### src/rtl/mem_arb.sv
// Two-master round-robin arbiter for the data RAM read/write ports.
// Optional bus lock with timeout is enabled by defining MEM_ARB_LOCK_EN.
module mem_arb #(
  parameter int LOCK_MAX = 16
) (
  input  logic        clk,
  input  logic        rst,
  input  logic        m0_req,
  input  logic        m0_we,
  input  logic [31:0] m0_addr,
  input  logic [2:0]  m0_size,
  input  logic [31:0] m0_wdata,
  input  logic        m0_lock,
  output logic        m0_gnt,
  output logic        m0_rvalid,
  output logic [31:0] m0_rdata,
  output logic        m0_err,
  input  logic        m1_req,
  input  logic        m1_we,
  input  logic [31:0] m1_addr,
  input  logic [2:0]  m1_size,
  input  logic [31:0] m1_wdata,
  input  logic        m1_lock,
  output logic        m1_gnt,
  output logic        m1_rvalid,
  output logic [31:0] m1_rdata,
  output logic        m1_err,
  output logic [31:0] rd_addr_o,
  output logic        rd_en_o,
  output logic [2:0]  rd_size_o,
  input  logic [31:0] rd_data_i,
  output logic [31:0] wd_addr_o,
  output logic        wd_en_o,
  output logic [2:0]  wd_size_o,
  output logic [31:0] wd_data_o
);

  typedef enum logic [1:0] {
    IDLE  = 2'd0,
    LOCK0 = 2'd1,
    LOCK1 = 2'd2
  } state_e;

  localparam int CW = $clog2(LOCK_MAX + 1);

  state_e      state_q, state_d;
  logic        last_q, last_d;
  logic [CW-1:0] cnt_q, cnt_d;
  logic [1:0]  rv_q, rv_d;
  logic [1:0]  err_q, err_d;
  logic [31:0] rd0_q, rd0_d;
  logic [31:0] rd1_q, rd1_d;

  logic        r0, r1, any, sel;
  logic        s_we;
  logic [31:0] s_addr, s_wdata;
  logic [2:0]  s_size;
  logic        legal, rd_go, wr_go, tmo;

  // Eligible requesters, round-robin winner and its transaction fields.
  always_comb begin
    r0      = m0_req && (state_q != LOCK1);
    r1      = m1_req && (state_q != LOCK0);
    any     = r0 || r1;
    sel     = (r0 && r1) ? ~last_q : r1;
    s_we    = sel ? m1_we    : m0_we;
    s_addr  = sel ? m1_addr  : m0_addr;
    s_size  = sel ? m1_size  : m0_size;
    s_wdata = sel ? m1_wdata : m0_wdata;
  end

  // Size must be byte/half/word and the address aligned to it.
  always_comb begin
    legal = 1'b0;
    unique case (s_size)
      3'd1:    legal = 1'b1;
      3'd2:    legal = ~s_addr[0];
      3'd4:    legal = (s_addr[1:0] == 2'b00);
      default: legal = 1'b0;
    endcase
  end

  // Grants and RAM port drive; ports are zero when not enabled.
  always_comb begin
    m0_gnt    = any && !sel;
    m1_gnt    = any && sel;
    rd_go     = any && legal && !s_we;
    wr_go     = any && legal && s_we;
    rd_en_o   = rd_go;
    wd_en_o   = wr_go;
    rd_addr_o = rd_go ? s_addr  : '0;
    rd_size_o = rd_go ? s_size  : '0;
    wd_addr_o = wr_go ? s_addr  : '0;
    wd_size_o = wr_go ? s_size  : '0;
    wd_data_o = wr_go ? s_wdata : '0;
  end

`ifdef MEM_ARB_LOCK_EN
  logic own_req, own_lock, s_lock;

  // Lock FSM: entry on a legal locked grant, release or timeout.
  always_comb begin
    state_d  = state_q;
    cnt_d    = cnt_q;
    tmo      = 1'b0;
    s_lock   = sel ? m1_lock : m0_lock;
    own_req  = (state_q == LOCK1) ? m1_req  : m0_req;
    own_lock = (state_q == LOCK1) ? m1_lock : m0_lock;
    unique case (state_q)
      IDLE: begin
        if (any && legal && s_lock) begin
          state_d = sel ? LOCK1 : LOCK0;
          cnt_d   = '0;
        end
      end
      LOCK0, LOCK1: begin
        cnt_d = cnt_q + 1'b1;
        if (cnt_q == CW'(LOCK_MAX - 1)) begin
          tmo     = 1'b1;
          state_d = IDLE;
          cnt_d   = '0;
        end else if (any && !s_lock) begin
          state_d = IDLE;
          cnt_d   = '0;
        end else if (!own_req && !own_lock) begin
          state_d = IDLE;
          cnt_d   = '0;
        end
      end
      default: begin
        state_d = IDLE;
        cnt_d   = '0;
      end
    endcase
  end
`else
  logic unused_lock;
  assign unused_lock = m0_lock ^ m1_lock ^ cnt_q[0];

  // Without lock support the arbiter never leaves IDLE.
  always_comb begin
    state_d = IDLE;
    cnt_d   = '0;
    tmo     = 1'b0;
  end
`endif

  // Next values for round-robin pointer, read return and error pulses.
  always_comb begin
    last_d = any ? sel : last_q;
    rv_d   = {m1_gnt && rd_go, m0_gnt && rd_go};
    err_d  = {m1_gnt && !legal, m0_gnt && !legal};
    err_d  = err_d | {tmo && (state_q == LOCK1),
                      tmo && (state_q == LOCK0)};
    rd0_d  = (m0_gnt && rd_go) ? rd_data_i : rd0_q;
    rd1_d  = (m1_gnt && rd_go) ? rd_data_i : rd1_q;
  end

  // State registers with synchronous reset.
  always_ff @(posedge clk) begin
    if (rst) begin
      state_q <= IDLE;
      last_q  <= 1'b1;
      cnt_q   <= '0;
      rv_q    <= '0;
      err_q   <= '0;
      rd0_q   <= '0;
      rd1_q   <= '0;
    end else begin
      state_q <= state_d;
      last_q  <= last_d;
      cnt_q   <= cnt_d;
      rv_q    <= rv_d;
      err_q   <= err_d;
      rd0_q   <= rd0_d;
      rd1_q   <= rd1_d;
    end
  end

  assign m0_rvalid = rv_q[0];
  assign m1_rvalid = rv_q[1];
  assign m0_err    = err_q[0];
  assign m1_err    = err_q[1];
  assign m0_rdata  = rd0_q;
  assign m1_rdata  = rd1_q;

endmodule

### config.mk
export PLATFORM = sky130hd
export DESIGN_NAME = mem_arb
export DESIGN_NICKNAME = d
export VERILOG_FILES = /design/src/rtl/mem_arb.sv
export SDC_FILE = /design/constraint.sdc
export NUM_CORES = 1
export LEC_CHECK = 0
export CELL_PAD_IN_SITES_DETAIL_PLACEMENT = 1
export CELL_PAD_IN_SITES_GLOBAL_PLACEMENT = 2
export CORE_ASPECT_RATIO = 1.2
export CORE_MARGIN = 3
export CORE_UTILIZATION = 18
export CTS_CLUSTER_DIAMETER = 120
export DETAILED_ROUTE_END_ITERATION = 8
export HOLD_SLACK_MARGIN = 0.1
export PLACE_DENSITY = 0.92
export REMOVE_ABC_BUFFERS = 1
export SYNTH_ARGS = -nofsm -noshare
export SYNTH_HDL_FRONTEND = slang
export SYNTH_SLANG_ARGS = --single-unit
### constraint.sdc
create_clock -name clk -period 6.2 [get_ports clk]
set_clock_uncertainty 0.15 [all_clocks]
set_input_delay 1.55 -clock clk [delete_from_list [all_inputs] [get_ports clk]]
set_output_delay 1.55 -clock clk [all_outputs]
set_load 0.1 [all_outputs]
==> results.toml <==
[clocking]
cts_buffer_depth = 2
clock-root-buffer = "clkbuf_16"
htreeDepth = 3
cts_setup_buffers = 0
cts_tree = "yes"
cts_buffers = 9
hold_buffers = 0
ctsResizeCount = 0
cts_num_sinks = 69
clkTransAtPathRegs_ns = 0.06
clock_latency_ns = 0.32

[power_and_ir_drop]
p_total_mw = 1.632
leakage_nw = 3.615
peakVddDrop_v = 0.0001020
power_density_nw_per_um2 = 169.4

[detailed_routing]
drtIter0Drc = 94
detail_route.wl_per_cell_um = 18.52
viasPerCell = 4.434
wl_um = 22750
ant_nets = 0
drc = 0
first_pass_iters = 4
vias = 5445

[finish]
layout_common_cells = "clkdlybuf4s50_1, buf_12, nand2b_1, dfxtp_1"
n_antenna_cell = 0
drive_above_1_share_pct = 16.41
fin_nets = 1077
layout_commonest_cell = "clkdlybuf4s50_1"
syn_to_final_growth_pct = 116.4

[placed_design]
pre_cts_slack_ns = 0.4237
gp_congestion = 0.7799
dp_hpwl_um = 17600
port_buffers = 345

[synth]
ys_types = 36
synth_compound_area_share_pct = 10.14
synth_seq_cells = 69
ys_warn_count = 0
avgSynthCellArea_um2 = 7.573
synthSimpleGateAreaFrac_pct = 38.66
yosysSeqAreaShare_pct = 31.02
synth_xor_area_share_pct = 0
synthCells = 588
synth_top_family_by_area = "simple AND/OR/NAND/NOR gates"
synth_fa_ha_area_share_pct = 0
muxShareOfSynthArea_pct = 14.61
synth_area_um2 = 4453

[timing]
tightest_slew_ns = 1.035
rsz0062_at_grt = "no"
slew_headroom_pct = 30.76
max_freq_mhz = 176.3
setup_viol = 0
fin_crit_ns = 5.671
setup_slack_ns = 0.5289
hold_viol_final = 0
tns_ns = 0
period_share_pct = 91.47
drv_slew = 0

[global_route]
grt_pass1_wl_um = 34100
grt_pass1_vias = 5881
grt_antenna_before_repair = 1
grt-ovfl-total = 0
grt_max_degree = 102
grtUsageTotal_pct = 16.47

[critical_path]
cp-start-kind = "input pin"
critical_path_class = "input pin to output port"
critPathRequiredTime_ns = 4.50
ff2ff_path_depth = 3
crit_arrival_ns = 3.97
r2r_setup_slack_ns = 3.92
crit_start = "m1_size[2]"
cp_max_fo = 34
r2r_end = "m0_rdata[6]"
cp-endpoint = "rd_en_o"
regToRegStartpoint = "last_q"
worstSetupEndpointType = "output port"

[floorplanning]
initial_core_util_pct = 18.46
core-area_um2 = 24130
row_count = 62
die_h_um = 178.3
dieArea_um2 = 26670
pin_count = 348
die_x_um = 149.6

[job]
cap_violations = 0

[run_status]
status = "completed"

[min_path]
min_path_type = "flip-flop to flip-flop"
-- stage by stage --
step	hold slack [ns]	cells	area (µm²)	util, %
3_5_place_dp	0.3163	1212	9301	38.55
5_1_grt	0.3460	1228	9635	39.94
2_1_floorplan	0.3491	531	4217	-
6_report	0.3219	1228	9635	39.94
3_3_place_gp	0.3086	1212	9301	38.55
4_1_cts	0.3273	1228	9635	39.94
-- cell families (layout without fill, tap and decap cells) --
family          Yosys count  in the layout
compound gates           77             77
buf+inv                  60            380
mux                      65             65
simple gates            317            317
flops                    69             69
-- Yosys cell counts (all sizes together) --
master | instances | share of area [%]
nand2b | 97 | 14
dfxtp | 69 | 31
mux2i | 65 | 15
nand3 | 65 | 7.3
nand2 | 64 | 5.4
clkbuf | 49 | 4.1
a21oi | 34 | 3.8
and2 | 32 | 4.5
nor2b | 32 | 4.5
o22ai | 32 | 4.5
nor2 | 11 | 0.93
buf | 8 | 1.2
nor3 | 5 | 0.56
inv | 3 | 0.25
o21ai | 3 | 0.34
nor3b | 2 | 0.34
nor4 | 2 | 0.28
or3 | 2 | 0.28
or3b | 2 | 0.39
a211o | 1 | 0.20
a211oi | 1 | 0.17
a21bo | 1 | 0.22
a22oi | 1 | 0.17
a31oi | 1 | 0.14
nor4b | 1 | 0.20
o211a | 1 | 0.22
o211ai | 1 | 0.17
o22a | 1 | 0.20
or2 | 1 | 0.14
or4b | 1 | 0.22
-- state kept, by name (all words and copies together) (netlist names) --
register / cells
rv_q: 2
err_q: 2
m1_rdata: 32
m0_rdata: 32
last_q: 1
-- worst max-delay path, stage by stage --
cell             delay [ns]
clkdlybuf4s50_1        0.51
nor3b_1                0.49
a211o_1                0.21
buf_4                  0.35
mux2i_1                0.27
nor2_1                 0.35
buf_12                 0.23
-- report_power, final --
group / leakage [nW] / internal (mW) / switching, mW / total, mW
Combinational: 2.89 / 0.242 / 0.367 / 0.609
Sequential: 0.558 / 0.452 / 0.00461 / 0.457
Clock: 0.162 / 0.375 / 0.191 / 0.566
-- how the worst min path moves through the flow --
| stage | startpoint | endpoint | slack [ns] | cells after the start |
|---|---|---|---|---|
| after floorplan | last_q | last_q | 0.35 | 3 |
| after global placement | m1_rdata[24] | m1_rdata[24] | 0.31 | 2 |
| after detailed placement | m1_rdata[27] | m1_rdata[27] | 0.32 | 2 |
| after CTS | m1_rdata[30] | m1_rdata[30] | 0.33 | 2 |
| after global routing | m1_rdata[5] | m1_rdata[5] | 0.35 | 2 |
| final | m1_rdata[29] | m1_rdata[29] | 0.32 | 2 |
-- cell type report --
class                           count  area, µm²
Fill cell                        2736      14490
Timing Repair Buffer              361       4654
Multi-Input combinational cell    459       2854
Sequential cell                    69       1381
Tap cell                          320      400.4
Clock buffer                       11      252.7
Clock inverter                      5      81.33
Inverter                            3      11.26
-- layer usage --
metal	routed length, µm	global-route usage [%]	part of all wire, %	vias up
met5	13	0	0.057	-
met4	408	3.739	1.8	2
met3	2516	7.522	11	22
met2	11560	30.26	51	238
met1	8254	17.10	36	2570
li1	-	-	-	2613
Note: power is estimated with default switching activity, not from simulation.
